`src/rtl/systolic_input_feeder.sv`:
```
// systolic_input_feeder
//   West-edge feeder for the systolic array. Vectors (one element per array
//   row) are accepted on a valid/ready handshake into a small FIFO, then
//   issued one per cycle (or as a bubble when nothing is poppable) into a
//   per-row skew pipeline so row r sees its element r cycles after row 0.
//
// Ports
//   clk, rst        clock; asynchronous active-high reset
//   in_valid/ready  upstream handshake; in_ready is low while rst is high
//   in_data         N lanes, lane r = bits [r*DATA_WIDTH +: DATA_WIDTH]
//   in_switch       weight-switch tag travelling with the vector
//   feed_en         allows popping the FIFO head into the skew pipeline
//   out_input       per-row PE input, same lane packing as in_data
//   out_valid       per-row PE valid
//   out_switch      per-row PE switch, aligned with the tagged element
//   busy            FIFO non-empty or any skew stage holds a valid entry

// One row of the skew pipeline: LAT registers (LAT-1 delay stages plus the
// output register). Data, valid and switch share stages so they stay aligned.
module sif_skew_lane #(
  parameter int DW  = 16,
  parameter int LAT = 1
) (
  input  logic          clk,
  input  logic          rst,
  input  logic [DW-1:0] in_data,
  input  logic          in_valid,
  input  logic          in_switch,
  output logic [DW-1:0] out_data,
  output logic          out_valid,
  output logic          out_switch,
  output logic          any_valid
);
  logic [LAT-1:0]         vld_pipe;
  logic [LAT-1:0]         sw_pipe;
  logic [LAT-1:0][DW-1:0] dat_pipe;

  // Shifts every cycle regardless of feed_en; bubbles carry zeros.
  always_ff @(posedge clk or posedge rst) begin
    if (rst) begin
      vld_pipe <= '0;
      sw_pipe  <= '0;
      dat_pipe <= '0;
    end else begin
      vld_pipe[0] <= in_valid;
      sw_pipe[0]  <= in_switch;
      dat_pipe[0] <= in_data;
      for (int i = 1; i < LAT; i++) begin
        vld_pipe[i] <= vld_pipe[i-1];
        sw_pipe[i]  <= sw_pipe[i-1];
        dat_pipe[i] <= dat_pipe[i-1];
      end
    end
  end

  assign out_data   = dat_pipe[LAT-1];
  assign out_valid  = vld_pipe[LAT-1];
  assign out_switch = sw_pipe[LAT-1];
  assign any_valid  = |vld_pipe;
endmodule

module systolic_input_feeder #(
  parameter int N          = 2,
  parameter int DATA_WIDTH = 16,
  parameter int DEPTH      = 4
) (
  input  logic                  clk,
  input  logic                  rst,
  input  logic                  in_valid,
  output logic                  in_ready,
  input  logic [N*DATA_WIDTH-1:0] in_data,
  input  logic                  in_switch,
  input  logic                  feed_en,
  output logic [N*DATA_WIDTH-1:0] out_input,
  output logic [N-1:0]          out_valid,
  output logic [N-1:0]          out_switch,
  output logic                  busy
);
  localparam int AW = $clog2(DEPTH);

  typedef logic [N-1:0][DATA_WIDTH-1:0] vec_t;
  typedef struct packed {
    logic sw;
    vec_t lanes;
  } entry_t;

  entry_t        mem [DEPTH];
  logic [AW-1:0] wr_ptr, rd_ptr;
  logic [AW:0]   count;
  logic          push, pop;
  entry_t        head;

  // Ready is driven from the registered count only: a full FIFO refuses
  // even when a pop is happening in the same cycle.
  assign in_ready = !rst && (count < (AW+1)'(DEPTH));
  assign push     = in_valid && in_ready;
  assign pop      = feed_en && (count != '0);

  always_ff @(posedge clk or posedge rst) begin
    if (rst) begin
      wr_ptr <= '0;
      rd_ptr <= '0;
      count  <= '0;
    end else begin
      if (push) wr_ptr <= wr_ptr + AW'(1);
      if (pop)  rd_ptr <= rd_ptr + AW'(1);
      case ({push, pop})
        2'b10:   count <= count + (AW+1)'(1);
        2'b01:   count <= count - (AW+1)'(1);
        default: count <= count;
      endcase
    end
  end

  // Storage needs no reset; occupancy is tracked by count/pointers.
  always_ff @(posedge clk) begin
    if (push) mem[wr_ptr] <= '{sw: in_switch, lanes: vec_t'(in_data)};
  end

  assign head = mem[rd_ptr];

  // Issue slot: head entry on pop, otherwise an all-zero bubble so PE psums
  // stay at zero on invalid slots.
  logic       slot_vld, slot_sw;
  vec_t       slot_lanes;
  assign slot_vld   = pop;
  assign slot_sw    = pop && head.sw;
  assign slot_lanes = pop ? head.lanes : '0;

  logic [N-1:0] lane_busy;

  for (genvar r = 0; r < N; r++) begin : g_lane
    sif_skew_lane #(
      .DW  (DATA_WIDTH),
      .LAT (r + 1)
    ) u_lane (
      .clk        (clk),
      .rst        (rst),
      .in_data    (slot_lanes[r]),
      .in_valid   (slot_vld),
      .in_switch  (slot_sw),
      .out_data   (out_input[r*DATA_WIDTH +: DATA_WIDTH]),
      .out_valid  (out_valid[r]),
      .out_switch (out_switch[r]),
      .any_valid  (lane_busy[r])
    );
  end

  assign busy = (count != '0) || (|lane_busy);
endmodule

```
`config.mk`:
```
export PLATFORM = sky130hd
export DESIGN_NAME = systolic_input_feeder
export DESIGN_NICKNAME = d
export VERILOG_FILES = /design/src/rtl/systolic_input_feeder.sv
export SDC_FILE = /design/constraint.sdc
export NUM_CORES = 1
export LEC_CHECK = 0
export BUFFER_PORTS_ARGS = -buffer_cell sky130_fd_sc_hd__buf_2
export CAP_MARGIN = 15
export CORE_ASPECT_RATIO = 2
export CORE_MARGIN = 5
export CORE_UTILIZATION = 57
export DETAILED_ROUTE_END_ITERATION = 10
export PLACE_DENSITY_LB_ADDON = 0.25
export SKIP_CTS_REPAIR_TIMING = 1
export SLEW_MARGIN = 15
export SYNTH_ARGS = -nofsm -noshare
export SYNTH_HDL_FRONTEND = slang
export SYNTH_SLANG_ARGS = --single-unit
```
`constraint.sdc`:
```
create_clock -name clk -period 2.6 [get_ports clk]
set_input_delay 0.13 -clock clk [delete_from_list [all_inputs] [get_ports clk]]
set_output_delay 0.13 -clock clk [all_outputs]
set_load 0.05 [all_outputs]
```
**Word level (Yosys, flattened, before mapping)**

Memory sizes are Yosys's and may differ from the RTL's.
Cells that the tools add are included.

- Flip-flop bits (word level): 61
- Bits in latches: 0
- Bits in writable memories: 132
- ROM bits: 0
- Input bits: 37
- Memories: 1

Memory list:

| memory | words | bits a word | read ports | clocked after memory_dff | wr ports | line | text |
|---|---|---|---|---|---|---|---|
| mem | 4 | 33 | 1 | 0 | 1 | 87 | `entry_t mem [DEPTH];` |

- $add $sub $neg: 4
- Multiply operators: 0
- Div/mod/pow operators: 0
- Magnitude comparators: 1
- Eq/ne operators: 2
- Shift-type cells: 0
- Mux-type cells: 4
- Bitwise gates (word level): 0
- Reductions and logical operators: 9

Operators by type and width:

| kind | number |
|---|---|
| $mux W32 | 1 |
| $pmux W3 S2 | 1 |
| $add A2 B1 Y2 const B | 2 |
| $logic_and A1 B1 Y1 | 4 |
| $add A3 B1 Y3 const B | 1 |
| $lt A3 B3 Y1 const B | 1 |
| $reduce_bool A3 Y1 | 1 |
| $reduce_or A3 Y1 | 1 |
| $sub A3 B1 Y3 const B | 1 |
| $eq A2 B1 Y1 const B | 1 |
| $eq A2 B2 Y1 const B | 1 |
| $mux W1 | 2 |
| $reduce_bool A2 Y1 | 1 |
| $logic_not A1 Y1 | 1 |
| $logic_or A1 B1 Y1 | 1 |

**Longest topological paths before layout**

- Depth in word-level cells: 5
- Gate-level depth with buffers: 9
- Mapped depth without buffers: 9

**Modules after synthesis**

Synthesis repeated with hierarchy kept, for this count alone.

- Cell total of the unflattened synthesis: 323
- Area total of the unflattened synthesis: 6947.9 sq um

By module, submodules not included:

| module | instances | cells each | area each (sq um) | sequential area each (sq um) |
|---|---|---|---|---|
| systolic_input_feeder | 1 | 249 | 5455.2 | 4139.0 |
| sif_skew_lane (g_lane[1].u_lane) | 1 | 54 | 1031.0 | 900.9 |
| sif_skew_lane (g_lane[0].u_lane) | 1 | 20 | 461.7 | 450.4 |

**Worst setup path after synthesis**

Ideal clock, no wire load.

- Path kind: register to register
- From: register count[2]
- To: memory mem[0][0] in the netlist's numbering (enable)
- Library setup time: 0.393 ns
- Data arrival time: 2.144 ns
- Data required time: 2.207 ns
- Path slack: 0.063 ns
- Cell stages (with the launch flop): 3
- Cell sequence: dfrtp_1 nor2_1 and3_1

- Longest elaborated chain between the ends: 5

RTL lines:

| what | line | text |
|---|---|---|
| start, declared | 89 | `logic [AW:0] count;` |
| start signal, assigned | 108 | `2'b10: count <= count + (AW+1)'(1);` |
| start signal, assigned | 109 | `2'b01: count <= count - (AW+1)'(1);` |
| start signal, assigned | 110 | `default: count <= count;` |
| $lt A3 B3 Y1 | 95 | `assign in_ready = !rst && (count < (AW+1)'(DEPTH));` |
| $logic_and A1 B1 Y1 | 95 |  |
| named net in_ready | 70 | `output logic in_ready,` |
| $logic_and A1 B1 Y1 | 96 | `assign push = in_valid && in_ready;` |
| $mux W1 | 117 | `if (push) mem[wr_ptr] <= '{sw: in_switch, lanes: vec_t'(in_data)};` |
| $mux W1 (implied by the code) | 117 |  |
| end, declared | 87 |  |

The timed path passes the listed nets, and every way through them passes these cells.

**Final worst setup path**

- From: register count[2]
- To: register count[2]

- Longest elaborated chain between the ends: 5

RTL lines:

| what | line | text |
|---|---|---|
| $lt A3 B3 Y1 | 95 |  |
| $logic_and A1 B1 Y1 | 95 |  |
| $logic_and A1 B1 Y1 | 96 |  |
| $eq A2 B1 Y1 / $eq A2 B2 Y1 (equally long branches) | 107 | `case ({push, pop})` |
| $pmux W3 S2 / $reduce_bool A2 Y1 (equally long branches) | - |  |

Parallel ways exist; a longest one is shown, timed or not.
A chain may end at the register's enable or synchronous reset.

==> metrics.log <==
[metrics] outcome: finished clean
[metrics] flip-flop and latch count after synthesis: 191
[metrics] total setup violations reported at the end of the flow: 0
[metrics] Final Hold Fails: 0
[metrics] Net Count, Synth: 364
[metrics] Pwr Density: 1061 nW/um^2
[metrics] fin. max-slew vios: 0
[metrics] overall global routing resource usage: 16.66%
[metrics] setup repair after global routing missed its margin: no
[metrics] Num CTS Buffers: 17
[metrics] post-detailed-route DRC marker count: 0
[metrics] fin crit share: 73.74%
[metrics] last weighted congestion value of the routability-driven placer: 0.6830
[metrics] Total Power: 8.690 mW
[metrics] Die H: 165.7 microns
[metrics] number of optimization iterations in the first detailed-route pass: 4
[metrics] number of H-tree levels: 4
[metrics] mapped cell area: 6907 sq um
[metrics] Reg power frac: 46.9%
[metrics] number of antenna cells inserted: 0
[metrics] sequential area share after synthesis: 78.77%
[metrics] port bufs: 74
[metrics] final layout net count: 467
[metrics] multi-input combinational cell area: 1194 sq um
[metrics] cell with the largest stage delay on the worst path: dfrtp_1
[metrics] timing startpoint of the critical path: count[2]
[metrics] average detailed-routed wire length per instance: 18.73 microns
[metrics] Seq. cell area: 5443 sq um
[metrics] placed standard-cell area: 7295 sq um
[metrics] data arrival at the endpoint of the critical path: 2.21 ns
[metrics] switching power: 2.768 mW
[metrics] startpoint of the lowest-slack hold path: in_valid
[metrics] DRC violation total after the first TritonRoute iteration: 161
[metrics] internal power component: 5.922 mW
[metrics] Sinks on Clock Net: 191
[metrics] total negative setup slack: 0 ns
[metrics] worst supply voltage drop on vdd: 0.7012 mV
[metrics] gate count after technology mapping: 321
[metrics] final setup skew: 0.006553 ns
[metrics] total leakage power: 3.187 nW
[metrics] cell chain of the critical path: nor2_1 -> and2_1 -> inv_1 -> ha_1 -> inv_1 -> fa_1 -> xor2_1 -> nor2_1 -> xor2_1
[metrics] Syn-to-layout area delta: 18.59%
[metrics] share of total power consumed by net switching: 31.86%
[metrics] slew at the pin with the worst max-slew slack: 0.8710 ns
[metrics] category of the most critical setup path: reg -> reg
[metrics] number of vias per cell: 5.286
[metrics] clock tree from TritonCTS: yes
[metrics] pin count of the biggest net entering global routing: 60
[metrics] die outline width: 87.84 microns
[metrics] maximum clock insertion buffer count: 2
[metrics] worst flop-to-flop path startpoint: count[2]
[metrics] largest stage delay on the critical path: 0.42 ns
[metrics] total overflow reported by the global router: 0
[metrics] full die area: 14,550 sq um
[metrics] Clk Tree Root Cell: clkbuf_16
[metrics] required time of the critical path: 2.90 ns
[metrics] core outline area: 12,050 sq um
[metrics] count of yosys warnings during synthesis: 0
[metrics] wire length of the first global-routing pass: 17,760 microns
[metrics] Combinational Power Share: 25.8%
[metrics] Util after Layout: 67.95%
[metrics] DPL Wire Length: 6256 microns
[metrics] I/O pin cnt: 75
[metrics] starting density of the core: 57.30%
[metrics] part of the total power dissipated in the clock network: 27.3%
[metrics] DRT antenna net count: 0
[metrics] WL final: 10,940 microns
[metrics] maximum frequency from static timing analysis: 521.6 MHz
[metrics] max-cap violations: 0
[metrics] clock transition at the registers of the reported paths: 0.07 ns
[metrics] Worst Setup Start Kind: register
[metrics] worst hold-check slack: 0.1451 ns
[metrics] Relative slew margins: 41.93%
[metrics] vias post-DR: 3,087
[metrics] CP max FO: 6
[metrics] count of unique library cells instantiated by Yosys: 22
[metrics] average size of a mapped cell: 21.52 sq um
[metrics] clock period minus worst slack: 1.917 ns
[metrics] final instance area: 8190 sq um
[metrics] Worst-Skew Late Latency: 0.41 ns
[metrics] number of antenna violations at the first check in global routing: 0
[metrics] class of the worst hold path: in -> reg
[metrics] Filler cells: 803
[metrics] proportion of layout cells with a drive suffix above 1: 33.64%
[metrics] Setup crit end kind: register
[metrics] vias in the first global route: 3,386
[metrics] num rows: 57
registers in the layout, summed over array words and instances (netlist names):
name / count
g_lane.u_lane.sw_pipe: 2
mem: 132
count: 3
g_lane.u_lane.dat_pipe: 16
wr_ptr: 2
rd_ptr: 2
g_lane.u_lane.vld_pipe: 2
g_lane.u_lane.out_data: 32
routing by layer:
| metal | track usage, % | routed length [microns] |
|---|---|---|
| met5 | 0 | 0 |
| met4 | 6.546 | 208 |
| met3 | 4.672 | 488 |
| met2 | 28.32 | 6009 |
| met1 | 19.70 | 4233 |
cell usage in the layout (no fill, tap or decap):
cell type,n
xnor2_1,3
clkinv_2,1
buf_4,5
inv_6,4
and3_2,4
mux2i_1,1
o31a_1,1
dlygate4sd3_1,34
nor3_1,1
buf_2,74
clkinv_8,1
xor2_1,3
and2_1,34
mux4_1,5
clkinv_4,2
mux4_2,28
edfxtp_1,132
ha_1,5
clkbuf_1,1
mux2_2,1
clkbuf_16,17
nor2_1,3
nand2_1,2
inv_8,3
fa_1,1
clkinv_1,1
inv_1,6
buf_12,2
dfrtp_1,57
dfrtp_2,2
inv_2,1
clkinvlp_4,2
final timing paths:
kind                                                 end  slack [ns]  cells after the start
max in group asynchronous                      rd_ptr[1]        1.98                      4
min                                            wr_ptr[0]        0.15                      3
min reg2reg                g_lane[1].u_lane.out_data[14]        0.35                      0
max reg2reg                                     count[2]        0.68                      9
min in group asynchronous   g_lane[0].u_lane.out_data[4]        0.32                      4
max                                             count[2]        0.68                      9
critical path, delay by kind of cell (launching register included):
kind	cells	cell delay (ns)
adder cells (fa/ha/maj)	2	0.38
AND/OR/NAND/NOR	3	0.57
buffers and inverters	2	0.13
flip-flops	1	0.42
XOR/XNOR	2	0.29
synthesized netlist by cell type (all sizes together):
master,instances,area (sq um)
dfrtp,59,1476
fa,1,20.02
nor3,1,5.000
inv,7,26.28
nand2,2,7.510
and2,34,212.7
and3,4,25.02
clkbuf,4,15.01
buf,27,236.5
o31a,1,8.760
mux2,1,11.26
ha,5,62.56
xnor2,3,26.28
xor2,3,26.28
mux4,33,762.0
mux2i,1,10.01
nor2,3,11.26
edfxtp,132,3964
cell type report:
class / instances / share of cell area [%]
Clock buffer: 18 / 5.240
Clock inverter: 14 / 1.543
Inverter: 7 / 0.3208
Multi-Input combinational cell: 92 / 14.57
Sequential cell: 191 / 66.45
Tap cell: 147 / 2.246
Timing Repair Buffer: 115 / 9.624
logic make-up after synthesis:
family	count (synthesis)	share of synthesized area, %
buf+inv	38	4.022
compound gates	1	0.1268
mux	35	11.34
flops	191	78.77
fa+ha+maj	6	1.196
xor+xnor	6	0.7610
simple gates	44	3.786
metrics by stage:
stage / setup WS, ns / instances
4_1_cts: 0.7064 / 550
3_5_place_dp: 0.7213 / 518
2_1_floorplan: 0.06263 / 321
3_3_place_gp: 0.8136 / 518
5_1_grt: 0.5578 / 584
6_report: 0.6829 / 584
power groups by stage:
stage	clock network, mW	logic (mW)	registers [mW]
floorplan	0	1.79	4.27
global placement	0	2.19	4.14
detailed placement	0	2.24	4.16
CTS	2.45	2.25	4.10
global route	2.58	2.40	4.15
finish	2.38	2.24	4.08
Note: power is estimated with default switching activity, not from simulation.
